File: config.mk
export PLATFORM = sky130hd
export DESIGN_NAME = rggen_wishbone_slave_bridge_flat
export DESIGN_NICKNAME = d
export VERILOG_FILES = /design/src/rtl/rggen_rtl_pkg.sv /design/src/rtl/rggen_bus_if.sv /design/src/rtl/rggen_wishbone_if.sv /design/src/rtl/rggen_wishbone_slave_bridge.sv /design/src/flat_wrapper.sv
export SDC_FILE = /design/constraint.sdc
export NUM_CORES = 1
export LEC_CHECK = 0
export CORE_UTILIZATION = 40
export DETAILED_ROUTE_END_ITERATION = 12
export PLACE_DENSITY = 0.81
export SKIP_CTS_REPAIR_TIMING = 1
export SLEW_MARGIN = 20
export SYNTH_ARGS = -nofsm -noshare
export SYNTH_HDL_FRONTEND = slang
export SYNTH_SLANG_ARGS = --single-unit
File: constraint.sdc
create_clock -name i_clk -period 3.6 [get_ports i_clk]
set_input_delay 1.08 -clock i_clk [delete_from_list [all_inputs] [get_ports i_clk]]
set_output_delay 1.08 -clock i_clk [all_outputs]
set_load 0.05 [all_outputs]
File: src/rtl/rggen_rtl_pkg.sv
// Shared rggen types: register-bus access kinds, response status codes and
// the Wishbone responder bridge state encoding.
package rggen_rtl_pkg;

    typedef enum logic [1:0] {
        RGGEN_READ  = 2'b10,
        RGGEN_WRITE = 2'b11
    } rggen_access;

    typedef enum logic [1:0] {
        RGGEN_OKAY         = 2'b00,
        RGGEN_EXOKAY       = 2'b01,
        RGGEN_SLAVE_ERROR  = 2'b10,
        RGGEN_DECODE_ERROR = 2'b11
    } rggen_status;

    typedef enum logic [1:0] {
        IDLE    = 2'b00,
        BUSY    = 2'b01,
        RESPOND = 2'b10
    } rggen_wishbone_slave_state_e;

    // OKAY and EXOKAY both complete the Wishbone cycle with ack; anything else is err.
    function automatic logic rggen_status_is_ok(input rggen_status status);
        return (status == RGGEN_OKAY) || (status == RGGEN_EXOKAY);
    endfunction

endpackage

File: src/rtl/rggen_bus_if.sv
// rggen register-bus bundle between a bus bridge (master) and a register block.
interface rggen_bus_if #(
    parameter int ADDRESS_WIDTH = 16,
    parameter int BUS_WIDTH     = 32
);
    import rggen_rtl_pkg::*;

    logic                     valid;
    rggen_access              access;
    logic [ADDRESS_WIDTH-1:0] address;
    logic [BUS_WIDTH-1:0]     write_data;
    logic [BUS_WIDTH/8-1:0]   strobe;
    logic                     ready;
    rggen_status              status;
    logic [BUS_WIDTH-1:0]     read_data;

    modport master (
        output valid, access, address, write_data, strobe,
        input  ready, status, read_data
    );

    modport slave (
        input  valid, access, address, write_data, strobe,
        output ready, status, read_data
    );
endinterface

File: src/rtl/rggen_wishbone_if.sv
// Wishbone B4 bus bundle; the initiator drives the request side, the
// responder drives stall and the termination signals.
interface rggen_wishbone_if #(
    parameter int ADDRESS_WIDTH = 16,
    parameter int DATA_WIDTH    = 32
);
    logic                      cyc;
    logic                      stb;
    logic                      stall;
    logic [ADDRESS_WIDTH-1:0]  adr;
    logic                      we;
    logic [DATA_WIDTH-1:0]     dat_w;
    logic [DATA_WIDTH/8-1:0]   sel;
    logic                      ack;
    logic                      err;
    logic                      rty;
    logic [DATA_WIDTH-1:0]     dat_r;

    modport master (
        output cyc, stb, adr, we, dat_w, sel,
        input  stall, ack, err, rty, dat_r
    );

    modport slave (
        input  cyc, stb, adr, we, dat_w, sel,
        output stall, ack, err, rty, dat_r
    );
endinterface

File: src/rtl/rggen_wishbone_slave_bridge.sv
// Wishbone B4 responder front-end for an rggen register block.
// One Wishbone transfer is registered, replayed on rggen_bus_if, and the
// register block's status is returned as a one-cycle ack or err.
//
// Handshake: a register request is transferred on the cycle where
// bus_if.valid && bus_if.ready; valid stays high with stable request fields
// until then and is never withdrawn once raised (except by the optional
// watchdog). A Wishbone request is taken when cyc && stb in IDLE; in pipelined
// mode stall is high in every non-IDLE state so the initiator holds its next stb.
//
// Optional watchdog: define RGGEN_WISHBONE_TIMEOUT_EN to abort a BUSY phase
// that sees no ready for TIMEOUT_CYCLES cycles and answer it with err.
module rggen_wishbone_slave_bridge
    import rggen_rtl_pkg::*;
#(
    parameter int ADDRESS_WIDTH  = 16,
    parameter int DATA_WIDTH     = 32,
    parameter int USE_STALL      = 1,
    parameter int TIMEOUT_CYCLES = 256
)(
    input  logic                        i_clk,
    input  logic                        i_rst,
    rggen_wishbone_if.slave             wishbone_if,
    rggen_bus_if.master                 bus_if,
    output rggen_wishbone_slave_state_e debug_state
);

    localparam int STROBE_WIDTH = DATA_WIDTH / 8;

    rggen_wishbone_slave_state_e state;
    rggen_wishbone_slave_state_e state_next;

    logic                     drop_q;
    logic                     drop_next;
    rggen_access              access_q;
    logic [ADDRESS_WIDTH-1:0] address_q;
    logic [DATA_WIDTH-1:0]    write_data_q;
    logic [STROBE_WIDTH-1:0]  strobe_q;
    logic                     ack_q;
    logic                     err_q;
    logic [DATA_WIDTH-1:0]    dat_r_q;

    logic                     accept;
    logic                     handshake;
    logic                     timed_out;
    logic                     respond_ok;
    logic                     respond_err;
    logic [DATA_WIDTH-1:0]    respond_data;

    assign accept    = (state == IDLE) && wishbone_if.cyc && wishbone_if.stb;
    assign handshake = (state == BUSY) && bus_if.ready;

`ifdef RGGEN_WISHBONE_TIMEOUT_EN
    localparam int                     COUNT_WIDTH = $clog2(TIMEOUT_CYCLES + 1);
    localparam logic [COUNT_WIDTH-1:0] COUNT_LAST  = COUNT_WIDTH'(TIMEOUT_CYCLES - 1);

    logic [COUNT_WIDTH-1:0] timeout_count;

    // Watchdog: restart on every accepted request, count BUSY cycles without ready.
    always_ff @(posedge i_clk or posedge i_rst) begin
        if (i_rst) begin
            timeout_count <= '0;
        end else if (accept) begin
            timeout_count <= '0;
        end else if ((state == BUSY) && !bus_if.ready) begin
            timeout_count <= timeout_count + COUNT_WIDTH'(1);
        end
    end

    // A ready arriving on the expiry cycle takes priority over the timeout.
    assign timed_out = (state == BUSY) && !bus_if.ready && (timeout_count == COUNT_LAST);
`else
    assign timed_out = 1'b0;
`endif

    // State and drop-flag registers.
    always_ff @(posedge i_clk or posedge i_rst) begin
        if (i_rst) begin
            state  <= IDLE;
            drop_q <= 1'b0;
        end else begin
            state  <= state_next;
            drop_q <= drop_next;
        end
    end

    // Next-state logic; losing cyc while BUSY marks the response as dropped.
    always_comb begin
        state_next = state;
        drop_next  = drop_q;
        unique case (state)
            IDLE: begin
                if (accept) begin
                    state_next = BUSY;
                    drop_next  = 1'b0;
                end
            end
            BUSY: begin
                if (!wishbone_if.cyc) begin
                    drop_next = 1'b1;
                end
                if (handshake || timed_out) begin
                    state_next = RESPOND;
                end
            end
            RESPOND: begin
                state_next = IDLE;
            end
            default: begin
                state_next = IDLE;
            end
        endcase
    end

    // Response decode on the BUSY->RESPOND edge; zero at all other times.
    always_comb begin
        respond_ok   = handshake && rggen_status_is_ok(bus_if.status) && !drop_next;
        respond_err  = ((handshake && !rggen_status_is_ok(bus_if.status)) || timed_out)
                       && !drop_next;
        respond_data = '0;
        if (respond_ok && (access_q == RGGEN_READ)) begin
            respond_data = bus_if.read_data;
        end
    end

    // Request capture; fields hold until the next accepted transfer.
    always_ff @(posedge i_clk or posedge i_rst) begin
        if (i_rst) begin
            access_q     <= RGGEN_READ;
            address_q    <= '0;
            write_data_q <= '0;
            strobe_q     <= '0;
        end else if (accept) begin
            access_q     <= wishbone_if.we ? RGGEN_WRITE : RGGEN_READ;
            address_q    <= wishbone_if.adr;
            write_data_q <= wishbone_if.dat_w;
            strobe_q     <= wishbone_if.sel;
        end
    end

    // Registered termination: ack/err/dat_r live exactly for the RESPOND cycle.
    always_ff @(posedge i_clk or posedge i_rst) begin
        if (i_rst) begin
            ack_q   <= 1'b0;
            err_q   <= 1'b0;
            dat_r_q <= '0;
        end else begin
            ack_q   <= respond_ok;
            err_q   <= respond_err;
            dat_r_q <= respond_data;
        end
    end

    // A cyc drop during RESPOND still has to suppress the termination pulse.
    assign wishbone_if.ack   = ack_q && wishbone_if.cyc;
    assign wishbone_if.err   = err_q && wishbone_if.cyc;
    assign wishbone_if.rty   = 1'b0;
    assign wishbone_if.dat_r = dat_r_q;
    assign wishbone_if.stall = (USE_STALL != 0) && (state != IDLE);

    assign bus_if.valid      = (state == BUSY);
    assign bus_if.access     = access_q;
    assign bus_if.address    = address_q;
    assign bus_if.write_data = write_data_q;
    assign bus_if.strobe     = strobe_q;

    assign debug_state = state;

endmodule

File: src/flat_wrapper.sv
// flat-port wrapper written by rule: the top's interface ports become plain ports
module rggen_wishbone_slave_bridge_flat import rggen_rtl_pkg::*;
#(
    parameter int ADDRESS_WIDTH  = 16,
    parameter int DATA_WIDTH     = 32,
    parameter int USE_STALL      = 1,
    parameter int TIMEOUT_CYCLES = 256
)
  (i_clk, i_rst, debug_state, wishbone_if_cyc, wishbone_if_stb, wishbone_if_adr, wishbone_if_we, wishbone_if_dat_w, wishbone_if_sel, wishbone_if_stall, wishbone_if_ack, wishbone_if_err, wishbone_if_rty, wishbone_if_dat_r, bus_if_valid, bus_if_access, bus_if_address, bus_if_write_data, bus_if_strobe, bus_if_ready, bus_if_status, bus_if_read_data);
  rggen_wishbone_if #(.ADDRESS_WIDTH(ADDRESS_WIDTH), .DATA_WIDTH(DATA_WIDTH)) wishbone_if_i ();
  rggen_bus_if #(.ADDRESS_WIDTH(ADDRESS_WIDTH), .BUS_WIDTH((32))) bus_if_i ();
  input  logic i_clk;
  input  logic i_rst;
  output rggen_wishbone_slave_state_e debug_state;
  input wire logic [$bits(wishbone_if_i.cyc)-1:0] wishbone_if_cyc;
  input wire logic [$bits(wishbone_if_i.stb)-1:0] wishbone_if_stb;
  input wire logic [$bits(wishbone_if_i.adr)-1:0] wishbone_if_adr;
  input wire logic [$bits(wishbone_if_i.we)-1:0] wishbone_if_we;
  input wire logic [$bits(wishbone_if_i.dat_w)-1:0] wishbone_if_dat_w;
  input wire logic [$bits(wishbone_if_i.sel)-1:0] wishbone_if_sel;
  output wire logic [$bits(wishbone_if_i.stall)-1:0] wishbone_if_stall;
  output wire logic [$bits(wishbone_if_i.ack)-1:0] wishbone_if_ack;
  output wire logic [$bits(wishbone_if_i.err)-1:0] wishbone_if_err;
  output wire logic [$bits(wishbone_if_i.rty)-1:0] wishbone_if_rty;
  output wire logic [$bits(wishbone_if_i.dat_r)-1:0] wishbone_if_dat_r;
  output wire logic [$bits(bus_if_i.valid)-1:0] bus_if_valid;
  output wire logic [$bits(bus_if_i.access)-1:0] bus_if_access;
  output wire logic [$bits(bus_if_i.address)-1:0] bus_if_address;
  output wire logic [$bits(bus_if_i.write_data)-1:0] bus_if_write_data;
  output wire logic [$bits(bus_if_i.strobe)-1:0] bus_if_strobe;
  input wire logic [$bits(bus_if_i.ready)-1:0] bus_if_ready;
  input wire logic [$bits(bus_if_i.status)-1:0] bus_if_status;
  input wire logic [$bits(bus_if_i.read_data)-1:0] bus_if_read_data;
  assign wishbone_if_i.cyc = wishbone_if_cyc;
  assign wishbone_if_i.stb = wishbone_if_stb;
  assign wishbone_if_i.adr = wishbone_if_adr;
  assign wishbone_if_i.we = wishbone_if_we;
  assign wishbone_if_i.dat_w = wishbone_if_dat_w;
  assign wishbone_if_i.sel = wishbone_if_sel;
  assign wishbone_if_stall = wishbone_if_i.stall;
  assign wishbone_if_ack = wishbone_if_i.ack;
  assign wishbone_if_err = wishbone_if_i.err;
  assign wishbone_if_rty = wishbone_if_i.rty;
  assign wishbone_if_dat_r = wishbone_if_i.dat_r;
  assign bus_if_valid = bus_if_i.valid;
  assign bus_if_access = bus_if_i.access;
  assign bus_if_address = bus_if_i.address;
  assign bus_if_write_data = bus_if_i.write_data;
  assign bus_if_strobe = bus_if_i.strobe;
  assign bus_if_i.ready = bus_if_ready;
  assign bus_if_i.status = bus_if_status;
  assign bus_if_i.read_data = bus_if_read_data;
  rggen_wishbone_slave_bridge #(.ADDRESS_WIDTH(ADDRESS_WIDTH), .DATA_WIDTH(DATA_WIDTH), .USE_STALL(USE_STALL), .TIMEOUT_CYCLES(TIMEOUT_CYCLES)) u_core (.i_clk(i_clk), .i_rst(i_rst), .wishbone_if(wishbone_if_i), .bus_if(bus_if_i), .debug_state(debug_state));
endmodule
* Yosys cells after proc, flatten, opt, wreduce, memory -nomap -nowiden
Cells that the tools add are included.
** Word-level totals
- Bits of input ports :: 92
- Bits in registers :: 91
- Logic and storage cells :: 39
- Output and inout port bits :: 93
** Cells by class
- Reductions and logical operators :: 17
- Multiplexer cells :: 8
- Equal/unequal tests :: 5
** Operators with widths (count)
- 2-to-1 mux 32 bit :: 1
- logical AND 1 bit :: 10
- == test 2 x 1 -> 1 bit, second input constant :: 2
- logical NOT 2 bit :: 2
- 2-to-1 mux 2 bit :: 2
- inequality test 2 x 1 -> 1 bit, second input constant :: 2
- one-hot mux 2 bit (2 select lines) :: 1
- 2-to-1 mux 1 bit :: 3
- == test 2 bit, second input constant :: 1
- logical NOT 1 bit :: 2
- one-hot mux 1 bit (2 select lines) :: 1
- AND reduction 2 bit :: 1
- nonzero test 2 bit :: 1
- logical OR 1 bit :: 1

* Depth between registers and ports, before layout
- Depth after elaboration :: 9
- Gate-level depth with buffers :: 4
- Gate-level depth less buffers :: 2

* Worst setup path after synthesis
Ideal clock, no wire load.
- Path kind :: input -> output
- From :: in wishbone_if_cyc
- To :: out wishbone_if_ack
- Arrival :: 1487 ps
- Data required time :: 2520 ps
- Path buffers :: 0
- Path slack :: 1033 ps
- Stages on the path :: 1
- Cell sequence :: and2_1
** Between the ends
- Longest elaborated chain between the ends :: 1
** Ends and longest elaborated chain
- start: declaration :: RTL line flat_wrapper.sv:15 : input wire logic [$bits(wishbone_if_i.cyc)-1:0] wishbone_if_cyc;
- logical AND 1 bit :: RTL line rggen_wishbone_slave_bridge.sv:155 : assign wishbone_if.ack = ack_q && wishbone_if.cyc;
- end: declaration :: RTL line flat_wrapper.sv:22 : output wire logic [$bits(wishbone_if_i.ack)-1:0] wishbone_if_ack;
No other way between the ends.

* Worst setup path in the final report
Same ends and word-level chain as after synthesis.

==> qor.csv <==
stage,metric,value,unit
routing,total routed wirelength,8330,um
routing,DR vias,2502,
layout,# diodes,0,
layout,share of cells above drive strength 1,0.191,
clocking,clock insertion delay at the later pin of the skew report,0.36,ns
yosys,Post-synth top flop,dfrtp_1,
timing,Final period util,0.844,
placed_design,IO buf count,181,
flow_run,Max Cap Violations,0,
yosys,post-synthesis mux area share,0.216,
die,die area,0.00937,mm^2
yosys,register area share after synthesis,0.626,
die,die height,96.8,um
clocking,clock tree buffer depth,2,
routing,Routed Antenna Nets,0,
min_path,worst hold path class,reg2reg,
min_path,hold path cells,1,
power,maximum vdd drop,0.265,mV
yosys,XOR/XNOR Fraction of Synth Area,0,
critical_path,kind of critical path,in2out,
timing,max-slew violations,0,
min_path,Hold Crit Start,u_core.bus_if.write_data[5]$_DFFE_PP0P_,
placed_design,Placer Congestion,0.732,
critical_path,"Max FO, Critical Path",5,
grt,initial antenna violation count,0,
grt,grt ovf,0,
clocking,root buffer cell,clkbuf_8,
yosys,main combinational cell family by area after synthesis,multiplexers,
clocking,clock slew seen by the registers of the worst setup and hold paths,0.09,ns
layout,area of the multi-input gates,0.00108,mm^2
status,status,"finished, final reports clean",
routing,Detailed Route Iter0 Violations,55,
yosys,Syn Area/Cell,14.6,um^2
timing,post-layout min period,3.04,ns
clocking,clk sink count,90,
yosys,"count leader, synth",dfrtp_1,
clocking,cts bufs inserted,9,
power,leak pwr,0.00257,uW
critical_path,WP data arrival,1.96,ns
critical_path,Reg2Reg Capture Point,u_core.bus_if.write_data[4]$_DFFE_PP0P_,
yosys,Yosys top cell by area,dfrtp_1,
critical_path,reg2reg start,u_core.debug_state[1]$_DFFE_PP0P_,
power,Flop pwr share,0.377,
yosys,synth cell count leaders,"dfrtp_1, mux2_4, inv_1",
critical_path,R2R cell count,3,
yosys,Synth Area in Simple Gates,0.0769,
timing,clk_skew,0.0121,ns
yosys,Netlist Area Pre-Place,0.00360,mm^2
placed_design,HPWL Detailed,6040,um
layout,Final Util,0.650,
timing,Fin. Hold Viols,0,
die,initial core utilization,0.412,
layout,register area,0.00225,mm^2
power,Psw,1350,uW
min_path,hold endpoint,u_core.bus_if.write_data[5]$_DFFE_PP0P_,
yosys,synth top area cells,"dfrtp_1, mux2_4, nor4_1, inv_1, buf_6",
yosys,Synth Net Count,338,
critical_path,worst path required time,2.52,ns
routing,WL per Instance,15.5,um
power,sw frac,0.396,
die,I/O pin count,185,
timing,FMAX,329,MHz
clocking,CTS tree,done,
critical_path,r2r setup slk,1.81,ns
die,row count,34,
timing,Final Setup Violations,0,
grt,number of global-route vias before repair,2738,
die,die width,96.8,um
timing,RSZ-0062 raised after global routing,false,
yosys,Post-synth EDFFs,0,
die,Placeable Area,0.00872,mm^2
layout,fin nets,517,
routing,DRT Pass-1 Iters,4,
yosys,Compound-Gate Fraction of Synth Area,0.00348,
routing,vias per cell,4.65,
critical_path,CP startpoint kind,primary input,
timing,Final TNS setup,0,ns
layout,P&R area growth vs syn,57.7,%
yosys,Synth Area in Adders,0,
power,power per cell area,600,mW/mm^2
yosys,Yosys cell types,20,
power,Clock power frac,0.185,
routing,# DRC,0,
yosys,YS warnings,0,
yosys,Post-Syn Instances,246,
power,Int Power,2050,uW
grt,first-pass GRT wire length,13800,um
layout,Fillers,659,
yosys,#FFs+latches synth,90,
power,Logic pwr share,0.438,
grt,GRT Total Usage,0.187,
timing,Worst slew margin,0.599,
grt,largest net degree at the start of global routing,49,
timing,slew at the pin with the worst max-slew slack,0.602,ns
clocking,Max H-tree Level,3,
yosys,top-area cell type share of the netlist area,0.626,
yosys,share of flip-flops with an asynchronous set or reset,1.00,
critical_path,CP endpoint kind,output port,
[per-layer routing]
metal | GRT usage | wire length (um)
met4 | 0.0631 | 171
met5 | 0 | 0
met3 | 0.0744 | 681
met2 | 0.303 | 4090
met1 | 0.227 | 3390
[area by class of cell]
class,count,area share
Inverter,37,0.0247
Tap cell,108,0.0238
Sequential cell,90,0.397
Multi-Input combinational cell,100,0.190
Clock inverter,7,0.00927
Timing Repair Buffer,187,0.333
Clock buffer,9,0.0218
[worst max path at each step]
stage               slack (ns)                endpoint             from
floorplan                 0.18  u_core.ack_q$_DFF_PP0_            i_rst
global placement          0.57         wishbone_if_ack  wishbone_if_cyc
detailed placement        0.56         wishbone_if_err  wishbone_if_cyc
CTS                       0.55         wishbone_if_err  wishbone_if_cyc
global route              0.52         wishbone_if_err  wishbone_if_cyc
finish                    0.56         wishbone_if_ack  wishbone_if_cyc
[critical path, cell delays in order]
cell and delay, ns:
clkdlybuf4s50_1 0.53, and2_1 0.20, buf_12 0.15
[per-stage QoR]
step           instances  area (um^2)  setup slack, ns  hold WS, ns  total power (uW)
5_1_grt              538         5670            0.516        0.528              3550
3_5_place_dp         522         5490            0.557        0.491              2800
2_1_floorplan        246         3600            0.185        0.484              2280
3_3_place_gp         522         5490            0.572        0.488              2770
6_report             538         5670            0.560        0.512              3400
4_1_cts              538         5670            0.553        0.517              3430
[kinds of logic (layout without fill, tap and decap cells)]
| kind of cell | Yosys count | after routing |
|---|---|---|
| and+or+nand+nor | 43 | 43 |
| buffers and inverters | 56 | 240 |
| AOI/OAI and AO/OA | 2 | 2 |
| other | 2 | 2 |
| DFF | 90 | 90 |
| muxes | 53 | 53 |
[layout by cell type, fill, tap and decap left out, drive strengths merged]
cell / count
clkdlybuf4s50: 179
dfrtp: 90
mux2: 53
inv: 38
nor4: 32
clkbuf: 9
buf: 8
clkinv: 5
or2: 2
nor3: 2
and2: 2
conb: 2
and4bb: 1
nor2b: 1
a21o: 1
or3b: 1
a21oi: 1
nand3b: 1
nand2b: 1
clkinvlp: 1
[power by group through the flow]
stage / registers (uW) / clock network (uW) / logic [uW]
6_report: 1280 / 628 / 1490
5_1_grt: 1310 / 699 / 1550
4_1_cts: 1280 / 649 / 1500
3_5_place_dp: 1300 / 0 / 1500
3_3_place_gp: 1290 / 0 / 1480
2_1_floorplan: 1900 / 0 / 377
[sequential cells by signal, summed over array words and instances (netlist names)]
signal	count
u_core.ack_q	1
u_core.bus_if.access	1
u_core.bus_if.address	16
u_core.bus_if.strobe	4
u_core.bus_if.write_data	32
u_core.debug_state	2
u_core.drop_q	1
u_core.err_q	1
u_core.wishbone_if.dat_r	32
(Power assumes the default switching activity.)
